===== src/rtl/grf_write_arbiter.sv =====
// GRF write-port arbiter: pipeline W stage (A) over multi-cycle unit (B),
// with a one-cycle pipeline freeze to drain B. Option: GRF_WRITE_TRACE_EN.
module grf_write_arbiter #(
    parameter int ADDR_W   = 5,
    parameter int DATA_W   = 32,
    parameter int MAX_WAIT = 4
) (
    input  logic              clk,
    input  logic              reset,
    input  logic              aValid,
    input  logic [ADDR_W-1:0] aAddr,
    input  logic [DATA_W-1:0] aData,
    input  logic              bValid,
    output logic              bReady,
    input  logic [ADDR_W-1:0] bAddr,
    input  logic [DATA_W-1:0] bData,
    output logic              stallReq,
    output logic              writable,
    output logic [ADDR_W-1:0] writeAddr,
    output logic [DATA_W-1:0] writeData,
    output logic              protoErr
`ifdef GRF_WRITE_TRACE_EN
    ,
    input  logic [DATA_W-1:0] aPC,
    input  logic [DATA_W-1:0] bPC
`endif
);

    typedef enum logic {
        NORMAL,
        DRAIN
    } state_t;

    localparam logic [7:0] WAIT_LIM = 8'(MAX_WAIT);

    state_t      state;
    logic [7:0]  wait_cnt;
    logic        grant_a;
    logic        grant_b;
    logic        b_blocked;
    logic        hit_limit;

    assign stallReq = (state == DRAIN);

    // B is accepted whenever A is idle, and always while the pipeline is frozen
    always_comb begin
        bReady = 1'b0;
        if (!reset) begin
            bReady = (state == DRAIN) || !aValid;
        end
    end

    // Per-cycle grant decision and starvation detection
    always_comb begin
        grant_a   = 1'b0;
        grant_b   = 1'b0;
        b_blocked = 1'b0;
        hit_limit = 1'b0;
        if (state == NORMAL) begin
            grant_a   = aValid;
            grant_b   = !aValid && bValid;
            b_blocked = bValid && aValid;
            hit_limit = b_blocked && ((wait_cnt + 8'd1) >= WAIT_LIM);
        end else begin
            grant_b = bValid;
        end
    end

    // State, wait counter, registered write port and sticky protocol flag
    always_ff @(posedge clk or posedge reset) begin
        if (reset) begin
            state     <= NORMAL;
            wait_cnt  <= '0;
            writable  <= 1'b0;
            writeAddr <= '0;
            writeData <= '0;
            protoErr  <= 1'b0;
        end else begin
            if (grant_a) begin
                writable  <= (aAddr != '0);
                writeAddr <= aAddr;
                writeData <= aData;
            end else if (grant_b) begin
                writable  <= (bAddr != '0);
                writeAddr <= bAddr;
                writeData <= bData;
            end else begin
                writable <= 1'b0;
            end

            if (state == DRAIN && aValid) begin
                protoErr <= 1'b1;
            end

            if (state == DRAIN) begin
                state    <= NORMAL;
                wait_cnt <= '0;
            end else if (hit_limit) begin
                state    <= DRAIN;
                wait_cnt <= WAIT_LIM;
            end else if (b_blocked) begin
                wait_cnt <= wait_cnt + 8'd1;
            end else begin
                wait_cnt <= '0;
            end
        end
    end

`ifdef GRF_WRITE_TRACE_EN
    // Log each committed register write with the PC of the granted port
    always @(posedge clk) begin
        if (!reset) begin
            if (grant_a && aAddr != '0)
                $display("%d@%h: $%d <= %h", $time, aPC, aAddr, aData);
            else if (grant_b && bAddr != '0)
                $display("%d@%h: $%d <= %h", $time, bPC, bAddr, bData);
        end
    end
`endif

endmodule

===== config.mk =====
export PLATFORM = sky130hd
export DESIGN_NAME = grf_write_arbiter
export DESIGN_NICKNAME = d
export VERILOG_FILES = /design/src/rtl/grf_write_arbiter.sv
export SDC_FILE = /design/constraint.sdc
export NUM_CORES = 1
export LEC_CHECK = 0
export ABC_AREA = 0
export CAP_MARGIN = 20
export CORE_MARGIN = 3
export CORE_UTILIZATION = 34
export DETAILED_ROUTE_END_ITERATION = 16
export HOLD_SLACK_MARGIN = 0.15
export MAX_ROUTING_LAYER = met4
export PLACE_DENSITY = 0.8
export SLEW_MARGIN = 20
export SYNTH_ARGS = -nofsm -noshare
export SYNTH_HDL_FRONTEND = slang
export SYNTH_SLANG_ARGS = --single-unit
export TNS_END_PERCENT = 100

===== constraint.sdc =====
create_clock -name clk -period 1.5 [get_ports clk]
set_clock_uncertainty 0.1 [all_clocks]
set_input_delay 0.225 -clock clk [delete_from_list [all_inputs] [get_ports clk]]
set_output_delay 0.225 -clock clk [all_outputs]
set_load 0.01 [all_outputs]

# After elaboration in Yosys (flattened, before gate mapping)
# Cells that the tools add are included.
[classes]
n_lt_le_gt_ge = 1
muxes = 16
reduce_logical = 9
n_addsub = 1
[ops]
columns = ["cell", "n"]
rows = [
  ["32-bit 2-to-1 mux", 2],
  ["8-bit 2-to-1 mux", 3],
  ["5-bit 2-to-1 mux", 2],
  ["5-bit nonzero test", 2],
  ["1-bit 2-to-1 mux", 9],
  ["8-bit by 1-bit adder with 8-bit output, second input constant", 1],
  ["8-bit by 3-bit greater-or-equal comparator with 1-bit output, second input constant", 1],
  ["1-bit logical AND", 4],
  ["2-bit nonzero test", 1],
  ["1-bit zero test", 1],
  ["1-bit logical OR", 1],
]
[totals]
word_cells = 33
input_bits = 78
out_inout_bits = 41
regBits = 48

# Longest topological paths before layout
[logic_depth]
ltp_word = 6
mapped_depth = 6

# Worst setup path before layout
# OpenSTA, ideal clock, no wires.
[synth_timing]
path_kind = "reg2out"
startpoint = "register state (netlist: stallReq)"
endpoint = "output bReady"
path_slack_ns = -0.078
t_arrival_ns = 1.253
n_path_buf = 3
stages_incl_launch_ff = 6
cell_sequence = "dfrtp_1 nor2b_1 clkbuf_1 buf_2 clkbuf_1 nor2_1"
[synth_between]
elab_chain_cells = 2
[synth_lines]
columns = ["item", "line_no", "rtl"]
rows = [
  ["from (decl)", "36", "state_t state;"],
  ["from (signal assigned)", "72", "state <= NORMAL;"],
  ["from (signal assigned)", "96", "state <= NORMAL;"],
  ["from (signal assigned)", "99", "state <= DRAIN;"],
  ["1-bit logical OR", "49", "bReady = (state == DRAIN) || !aValid;"],
  ["1-bit 2-to-1 mux", "48", "if (!reset) begin"],
  ["to (decl)", "14", "output logic bReady,"],
]
# Every way passes these cells.

# Worst setup path after layout
[layout_timing]
startpoint = "register wait_cnt[4]"
endpoint = "register state (netlist: stallReq)"
[layout_between]
elab_chain_cells = 6
[layout_lines]
columns = ["item", "line_no", "rtl"]
rows = [
  ["from (decl)", "37", "logic [7:0] wait_cnt;"],
  ["from (signal assigned)", "102", "wait_cnt <= wait_cnt + 8'd1;"],
  ["8-bit by 1-bit adder with 8-bit output", "63", "hit_limit = b_blocked && ((wait_cnt + 8'd1) >= WAIT_LIM);"],
  ["8-bit by 3-bit greater-or-equal comparator with 1-bit output", "63", ""],
  ["1-bit logical AND", "63", ""],
  ["1-bit 2-to-1 mux", "59", "if (state == NORMAL) begin"],
  ["1-bit 2-to-1 mux", "98", "end else if (hit_limit) begin"],
  ["1-bit 2-to-1 mux", "95", "if (state == DRAIN) begin"],
]
# Every way passes these cells.
# A chain may end at the register's enable or synchronous reset.

==> results.md <==
* RR Endpoint: stallReq
* Antenna Violating Nets Remaining at 0
* Final hold vios at 0
* Nets at approximately 410
* Layout fillers at about 530
* Die height at ~85 µm
* Vias after detailed routing at about 1,900
* Async SR Flop Fraction at 1.00
* CTS buffer count at 5
* Cell variety after synth at 22
* GRT Residual Overflow at 0
* Total GRT Usage at 0.164
* Nature of the critical path endpoint: register
* Clk sink count at 48
* Ys flop type: dfrtp_1
* Drt total wl at ~5600 µm
* Vias in the first global route at between 2,000 and 2,500
* Mean Syn Cell Area at 10.7 µm²
* Non-filler cells, final at 400
* Reg2reg setup slack at -60 ps
* Gp weighted congestion at about 0.76
* Maximum fanout along the worst path at 4
* Dpl hpwl at about 4400 µm
* Number of synthesized flops with an enable pin at 0
* Seq cells post-synth at 48
* Arrival time worst endpoint at ~1600 ps
* Port bufs at 118
* Fin crit period at approximately 1600 ps
* Data required, critical path at roughly 1600 ps
* H-tree depth at 2
* Root Buffer: clkbuf_8
* Via density at about 4.7
* Rows at 28
* Sequential-to-total area share from yosys stat at 0.568
* Clock Tree Buf Depth at 2
* Final setup viols at 4
* Post-Syn Instances at around 200
* Total power at 3.10 mW
* IO Count at between 100 and 150
* Setup CP Type: reg -> reg
* Final setup margin at -62.6 ps
* Fin. max-slew vios at 0
* Wire per inst at around 14 µm
* Register area at about 1200 µm²
* First-pass GRT wire length at 9350 µm
* Startpoint Class: register
* Hold_buf cts at 0
* Worst-path clk slew at approximately 90 ps
* Die area at 7200 µm²
* R2R depth at 3
* Final Cycle Share at 1.04
* Ant diodes at 0
* Yosys warns at 0
* Largest net degree at the start of global routing at 42
* Hold_ws at 184 ps
* CTS tree: done
* First-pass iteration count of the detailed router at 4
* Ratio of cells with drive above 1 in the final layout at 0.0738
* Lkg Pwr at roughly 1.7 nW
* Initial antenna violation count at 0
* Floorplan die width at around 85 µm
* Max cap viols at 0
* DR DRC count at 0
* Worst min path class: in -> async
* Dpl cells at around 400
* Failing checks: setup timing
* PwrDens at between 800 and 900 nW/µm²
* Core area at slightly below 6000 µm²
* Starting Density at 0.355
* Status: finished, violations left
* Max Clk Rate at 640 MHz
* Peak VDD IR at about 0.55 mV
* Mapped Area at about 2100 µm²
* Reg-to-reg critical path startpoint: wait_cnt[4]
* Worst skew pair latency at around 290 ps
* Area occupied by multi-input gates at ~870 µm²
* RSZ-0062 raised after global routing: true
* DR iter-0 viols at between 70 and 80
* Area grow syn2layout at 68.3%
kinds of logic after synthesis:
family                     synth area share
DFF                                   0.568
adders and majority gates           0.00592
and+or+nand+nor                       0.112
buffers and inverters                0.0320
other                               0.00177
muxes                                 0.175
AOI/OAI and AO/OA                     0.105
power breakdown:
| group | internal, mW | total [mW] | leakage [nW] | switching, mW |
|---|---|---|---|---|
| logic | 0.431 | 0.739 | 1.04 | 0.308 |
| clock network | 0.479 | 0.875 | 0.0501 | 0.396 |
| registers | 1.42 | 1.48 | 0.578 | 0.0622 |
worst max-delay path, stage by stage (launching register included):
cell and delay (ps):
dfrtp_1 390, or4_1 510, o31a_1 300, nor2b_1 150
synthesized netlist by cell type (2+ instances only):
master	instances	share of area
nor2_1	2	0.0036
buf_2	6	0.014
dfrtp_1	48	0.57
nor2b_1	3	0.0089
o21ai_0	40	0.095
mux2i_1	37	0.18
clkbuf_1	7	0.012
or4_1	3	0.011
nand2_1	39	0.069
placed cells by master (no fill, tap or decap):
master	synthesis	layout
nand4_1	1	1
o31a_1	1	1
clkbuf_2	0	1
dlygate4sd2_1	0	38
nor3b_2	1	1
nand2_1	39	39
clkbuf_8	0	5
ha_1	1	1
a21o_1	1	1
nor3_1	1	1
buf_2	6	1
and2_1	1	1
nor2_1	2	2
mux2i_1	37	37
nand3_1	1	1
clkdlybuf4s50_1	0	76
buf_4	1	7
bufinv_16	0	1
conb_1	1	5
or4_1	3	3
a21oi_1	1	1
dlymetal6s2s_1	0	2
nor2b_1	3	2
or3_1	1	1
nor2b_4	0	1
inv_2	0	1
buf_6	0	1
buf_12	0	5
dfrtp_1	48	48
o21ai_0	40	40
final cells by class:
cell class              count  area share
clock inverters             1     0.00844
clock buffers               5      0.0193
well taps                  75      0.0264
repair buffers            131       0.363
multi-input cells         139       0.244
inverters                   1     0.00106
flip-flops and latches     48       0.338
layer usage:
| metal | share of wire | up-vias | track usage | routed length, µm |
|---|---|---|---|---|
| li1 | - | 928 | - | - |
| met1 | 0.41 | 866 | 0.195 | 2270 |
| met2 | 0.51 | 76 | 0.284 | 2850 |
| met3 | 0.070 | 4 | 0.0427 | 390 |
| met4 | 0.011 | 0 | 0.0317 | 62 |
| met5 | 0 | - | - | 0 |
how the worst max path moves through the flow:
stage | from | endpoint | slack, ps | depth (start not counted)
2_1_floorplan | wait_cnt[4] | stallReq | 20 | 3
3_3_place_gp | aValid | bReady | -250 | 4
3_5_place_dp | bAddr[3] | writable | -280 | 4
4_1_cts | wait_cnt[4] | stallReq | -50 | 3
5_1_grt | wait_cnt[4] | stallReq | -110 | 3
6_report | wait_cnt[4] | stallReq | -60 | 3
registers in the layout (all words and copies together), names as in the netlist:
signal / flops
writeData: 32
wait_cnt: 8
stallReq: 1
writable: 1
protoErr: 1
writeAddr: 5
metrics by stage:
stage / util / area, µm² / setup WS [ps] / TNS (ps)
2_1_floorplan: - / 2130 / 18.8 / 0
3_3_place_gp: 0.587 / 3490 / -250 / -6480
3_5_place_dp: 0.587 / 3490 / -278 / -7530
4_1_cts: 0.595 / 3550 / -51.1 / -133
5_1_grt: 0.597 / 3560 / -115 / -370
6_report: 0.597 / 3560 / -62.6 / -158
repair_timing:
action | 4_1_cts | 5_1_grt
hold endpoints to repair | 0 | 0
buffers inserted | 0 | 1
setup endpoints to repair | 43 | 9
pin swaps | 1 | 0
gates resized for setup | 40 | 4
Power figures use the tool's default switching activity.
